[config.mk]
export PLATFORM = sky130hd
export DESIGN_NAME = conv_encoder
export DESIGN_NICKNAME = d
export VERILOG_FILES = /design/src/rtl/conv_encoder.sv
export SDC_FILE = /design/constraint.sdc
export NUM_CORES = 1
export LEC_CHECK = 0
export ABC_AREA = 1
export BUFFER_PORTS_ARGS = -buffer_cell sky130_fd_sc_hd__buf_2
export CORE_MARGIN = 3
export CORE_UTILIZATION = 55
export DETAILED_ROUTE_END_ITERATION = 8
export HOLD_SLACK_MARGIN = 0.06
export PLACE_DENSITY = 0.74
export SYNTH_ARGS = -nofsm -noshare
export SYNTH_HDL_FRONTEND = slang
export SYNTH_SLANG_ARGS = --single-unit
[constraint.sdc]
create_clock -name clk -period 3.1 [get_ports clk]
set_clock_uncertainty 0.1 [all_clocks]
set_input_delay 0.465 -clock clk [delete_from_list [all_inputs] [get_ports clk]]
set_output_delay 0.465 -clock clk [all_outputs]
set_load 0.02 [all_outputs]
[src/rtl/conv_encoder.sv]
// conv_encoder: rate-1/2, K=3 convolutional encoder, one message bit per clock.
// Ports: clk (rising edge), rst (async, active low), enable (start, sampled in IDLE),
//        size (length code 0..3 -> N=3/4/5/7, 4..7 -> N=7), dstring (message, MSB-first in [N-1:0]),
//        rstring (2N-bit codeword, zero-extended), done (1-cycle completion pulse), busy (ENC or DONE).
module conv_encoder #(
  parameter logic [2:0] G0 = 3'b111,
  parameter logic [2:0] G1 = 3'b101
) (
  input  logic        clk,
  input  logic        rst,
  input  logic        enable,
  input  logic [2:0]  size,
  input  logic [6:0]  dstring,
  output logic [13:0] rstring,
  output logic        done,
  output logic        busy
);
  typedef enum logic [1:0] {IDLE, ENC, DONE} state_t;
  state_t state, state_nx;
  logic [6:0] msg;
  logic [2:0] n, cnt;
  logic s1, s2, u, g0, g1, last;
  logic [13:0] acc, acc_nx;
  always_comb begin
    u        = msg[n - 3'd1 - cnt];
    g0       = ^(G0 & {u, s1, s2});
    g1       = ^(G1 & {u, s1, s2});
    last     = cnt == n - 3'd1;
    // pairs shift in at the bottom, so after N steps the first pair sits at [2N-1:2N-2]
    acc_nx   = {acc[11:0], g0, g1};
    busy     = state != IDLE;
    state_nx = state == IDLE ? (enable ? ENC : IDLE) :
               state == ENC  ? (last ? DONE : ENC) : IDLE;
  end
  always_ff @(posedge clk or negedge rst)
    if (!rst) state <= IDLE;
    else      state <= state_nx;
  always_ff @(posedge clk or negedge rst)
    if (!rst) begin
      msg     <= '0;
      n       <= 3'd3;
      cnt     <= '0;
      s1      <= 1'b0;
      s2      <= 1'b0;
      acc     <= '0;
      rstring <= '0;
      done    <= 1'b0;
    end else begin
      done <= 1'b0;
      if (state == IDLE && enable) begin
        msg <= dstring;
        n   <= size == 3'd0 ? 3'd3 : size == 3'd1 ? 3'd4 : size == 3'd2 ? 3'd5 : 3'd7;
        cnt <= '0;
        s1  <= 1'b0;
        s2  <= 1'b0;
        acc <= '0;
      end else if (state == ENC) begin
        acc <= acc_nx;
        s2  <= s1;
        s1  <= u;
        cnt <= cnt + 3'd1;
        if (last) begin
          rstring <= acc_nx;
          done    <= 1'b1;
        end
      end
    end
endmodule

# After elaboration in Yosys (flattened, before gate mapping)
# Index checks and enable logic that the tools add are counted.
# op_classes
add_sub_neg	3
n_lt_le_gt_ge	1
n_eq_ne	4
muxes	20
bitwise_logic	1
n_reduce_logical	8
# op_table
cell	n
2-to-1 mux 12 bit	2
2-to-1 mux 2 bit	5
2-to-1 mux 1 bit	9
2-to-1 mux 3 bit	3
parity 3 bit	2
less-than comparator 3 x 4 -> 1 bit (second input constant)	1
nonzero test 2 bit	2
adder 3 x 1 -> 3 bit (second input constant)	1
binary-select mux 1 bit (select 3 bit)	1
equality test 3 x 1 -> 1 bit (second input constant)	1
equality test 3 x 2 -> 1 bit (second input constant)	1
equality test 3 bit	1
zero test 3 bit	1
AND reduction 3 bit	1
subtractor 3 x 1 -> 3 bit (second input constant)	1
subtractor 3 bit	1
equality test 2 x 1 -> 1 bit (second input constant)	1
zero test 2 bit	1
logical AND 1 bit	1
NOT 1 bit	1
# word_totals
regBits	44
out_inout_bits	16
elab_cells	46

# Longest topological paths before layout
# logic_depth
depth_word	7
ltp_mapped	13
ltp_nobuf	13

# Worst setup path before layout
# OpenSTA, ideal clock, no wires.
# synth_path
kind	register to register
startpoint	register n[0]
endpoint	register acc[1]
setup_ns	0.117
arrival_time_ns	1.978
t_required_ns	2.883
path_slack_ns	0.905
path_stages_with_launch	14
synth_period_minus_slack_ns	2.195
cell_sequence	dfstp_2 -> inv_1 -> ha_1 -> inv_1 -> fa_1 -> inv_1 -> a21oi_1 -> o21ai_0 -> o21ai_0 -> inv_1 -> nand2_1 -> nand3_1 -> nand3_1 -> nand2_1
# synth_between
elab_chain_cells	7
# synth_lines
item	line	source
start, declared	21	logic [2:0] n, cnt;
start signal, assigned	52	n <= size == 3'd0 ? 3'd3 : size == 3'd1 ? 3'd4 : size == 3'd2 ? 3'd5 : 3'd7;
subtractor 3 x 1 -> 3 bit	25	u = msg[n - 3'd1 - cnt];
subtractor 3 bit	25	
binary-select mux 1 bit (select 3 bit)	25	
2-to-1 mux 1 bit (not written as such)	25	
parity 3 bit	26	g0 = ^(G0 & {u, s1, s2});
2-to-1 mux 12 bit	57	end else if (state == ENC) begin
2-to-1 mux 12 bit	50	if (state == IDLE && enable) begin
end signal, assigned	58	acc <= acc_nx;
end, declared	23	logic [13:0] acc, acc_nx;
# No other way between the ends. The select of a mux whose other input is x is not followed.
# A chain may end at the register's enable or synchronous reset.

# Final worst setup path
# Same ends and word-level chain as after synthesis.

==> summary.txt <==
Clock network
  – CTS resizes: 0
  – Clock tree buffer depth: 2
  – CTS root buf: clkbuf_8
  – Clock-pin slew on the worst setup and hold paths: roughly 0.090 ns
  – H-tree depth: 2
  – CTS tree: done
  – Num CTS Buffers: 5
  – Skew-Pair Late Insertion Delay: roughly 0.3 ns
  – Post-CTS Repair Setup Buffers: 0
  – Hold-fix buffers at CTS: 0
  – Clock sinks: 44

Timing
  – Final slew viol count: 0
  – TNS Setup: 0 ns
  – Final Worst Setup Slack: around 0.68 ns
  – Actual slew at the worst max-slew pin: between 0.9 and 1 ns
  – F_max: just over 400 MHz
  – Final hold violations: 0
  – Slew HR: between 30% and 40%
  – Period minus WS final: around 2.4 ns
  – RSZ-0062 raised after global routing: no
  – Fin crit share: between 70% and 80%
  – # setup viols final: 0

Synth
  – Top FF cell, synth: dfrtp_1
  – Synth Warn #: 0
  – Syn_nets: 236
  – Post-synthesis mux area share: 0%
  – Synth Area per Inst: about 9.3 sq um
  – XOR/XNOR share of the synthesized area: 0.863%
  – EDFF count, synth: 0
  – Cells after Synth: about 220
  – Top-count cell post-synth: nand2_1
  – Register bit count reported by yosys: 44
  – Post-Syn Area: 2030 sq um
  – Sequential area share after synthesis: 54.3%
  – Synth area leader: dfrtp_1
  – Netlist cell types: 29
  – Ys async rst share: between 90% and 100%
  – Synth cell count leaders: 57 x nand2_1, 42 x dfrtp_1, 29 x inv_1
  – Simple-gate portion of the synthesized area: 21.8%
  – Largest family of logic cells by synthesized area: simple AND/OR/NAND/NOR gates
  – Yosys top cell area share: roughly half
  – Compound-gate portion of the synthesized area: 11.0%
  – Synth Area in Adders: roughly 3.5%
  – Top post-synthesis cells by area: dfrtp_1 52%, nand2_1 11%, inv_1 5.4%

Place
  – Setup Slack @ Placement: 0.771 ns
  – IO Port Bufs: 28
  – Placer congestion estimate: approximately 0.80
  – Post-detail-place hpwl: around 2.6 mm
  – Placed cell count: about 290
  – Area after DPL: approximately 2200 sq um

Setup path
  – Reg2reg start: n[0]
  – CP peak stage delay: between 0.5 and 0.6 ns
  – CP endpoint: acc[1]
  – Path depth of the worst reg2reg path: 13
  – Crit path top cell by count: inv_1
  – Worst reg2reg endpoint: acc[1]
  – Worst Path Required: approximately 3.2 ns
  – Buf/Inv on CP: 4
  – Worst setup startpoint: n[0]
  – Critical Path Fanout Max: 3
  – Crit path max-delay family: adder cells
  – Stages on worst setup path: 13
  – R2R Setup Slk: 0.68 ns
  – CP Launch Type: flop
  – Critical path class: reg -> reg
  – Cell Chain, Critical Path: inv_1 -> ha_1 -> inv_1 -> fa_1 -> inv_1 -> a21oi_1 -> o21ai_0 -> o21ai_0 -> inv_1 -> nand2_1 -> nand3_1 -> nand3_1 -> nand2_1
  – WP data arrival: about 2.5 ns
  – Slowest CP cell: dfstp_2
  – CP endpoint kind: flop

Status
  – Status: completed

Layout
  – Layout cell share with drive strength beyond 1: 26.1%
  – Design area: about 2300 sq um
  – Antenna cell count: 0
  – Area grow syn2layout: 13.2%
  – Final cell count without fillers: 295
  – # nets final: around 270

Detailed routing
  – Remaining DRCs: 0
  – Drt first pass iters: 4
  – DR vias: approximately 1500
  – Drt total wl: 3.64 mm
  – Via density: a little over 5
  – Routed Antenna Nets: 0
  – Iter 0 DRT Violations: 109
  – DR WL/cell: 12.3 um

GRT
  – Vias in the first global route: 1400
  – Global-route wire length before repair: 6.39 mm
  – Initial antenna violation count: 0
  – Total gr overflow: 0
  – Total GRT Usage: roughly a fifth
  – Largest net degree at the start of global routing: 45

Flow run
  – Max-cap violation count: 0

Pwr
  – Leakage: around 0.0012 uW
  – Worst VDD drop: roughly 0.00073 V
  – PwrDens: ~1300 nW/um^2

Floorplan
  – Die ar.: about 4500 sq um
  – Initial core utilization: around three fifths
  – Core area: between 3000 and 4000 sq um
  – I/O pins: 29
  – # rows: 21
  – Die height: between 60 and 70 um
  – Die W: approximately 67 um

Min path
  – Hold WC Path Type: in -> async
## sequential cells by signal (all words and copies together) (netlist names)
signal   flops
n            3
done         1
msg          7
cnt          3
s1           1
s2           1
acc         12
state        2
rstring     14
## worst min path at each step
stage,from,endpoint,slack (ns),cells past startpoint
global route,dstring[2],msg[2],0.26,3
CTS,rst,rstring[5],0.24,1
global placement,rstring[2],rstring[2],0.35,2
finish,rst,rstring[9],0.20,1
detailed placement,rstring[2],rstring[2],0.35,2
floorplan,rst,acc[0],0.07,0
## layout by cell type, fill, tap and decap left out, types with 2 or more instances in the layout
master,netlist,routed
inv_1,29,29
ha_1,4,4
clkbuf_8,0,5
o22ai_1,9,9
o21ai_2,9,9
buf_2,1,28
xnor2_1,2,2
dfstp_2,2,2
o21ai_0,13,13
nor2_1,6,6
nand3_1,16,16
inv_2,4,4
nand2_2,7,7
a31oi_1,2,2
nand2_1,57,57
dfrtp_1,42,42
## layout make-up
cell class | instances | area, sq um
Inverter | 34 | 130
Sequential cell | 44 | 1100
Timing Repair Buffer | 28 | 140
Clock inverter | 3 | 46.3
Tap cell | 46 | 57.6
Fill cell | 288 | 1140
Multi-Input combinational cell | 135 | 753
Clock buffer | 5 | 68.8
## routing by layer
layer  wire, um  global-route usage, %  part of all wire, %  vias up
li1           -                      -                    -      755
met1       1670                   26.8                   46      740
met2       1740                   28.7                   48       28
met3        178                   5.56                  4.9        5
met4         42                   6.60                  1.2        0
met5          0                      0                    0        -
## where the power goes
group	internal, uW	switching [uW]
clock network	243	208
logic	540	1030
registers	840	137
## cells by family after synthesis
family	after synthesis
simple gates	93
flops	44
compound gates	35
buf+inv	39
fa+ha+maj	5
xor+xnor	2
## metrics by stage
| step | hold WS [ns] | util, % | power (uW) |
|---|---|---|---|
| floorplan | 0.0694 | - | 2240 |
| global placement | 0.351 | 63.5 | 2520 |
| detailed placement | 0.354 | 63.5 | 2560 |
| CTS | 0.236 | 66.8 | 3020 |
| global route | 0.257 | 66.8 | 3290 |
| finish | 0.200 | 66.8 | 3000 |
No activity file was read; power rests on OpenSTA's default activity.
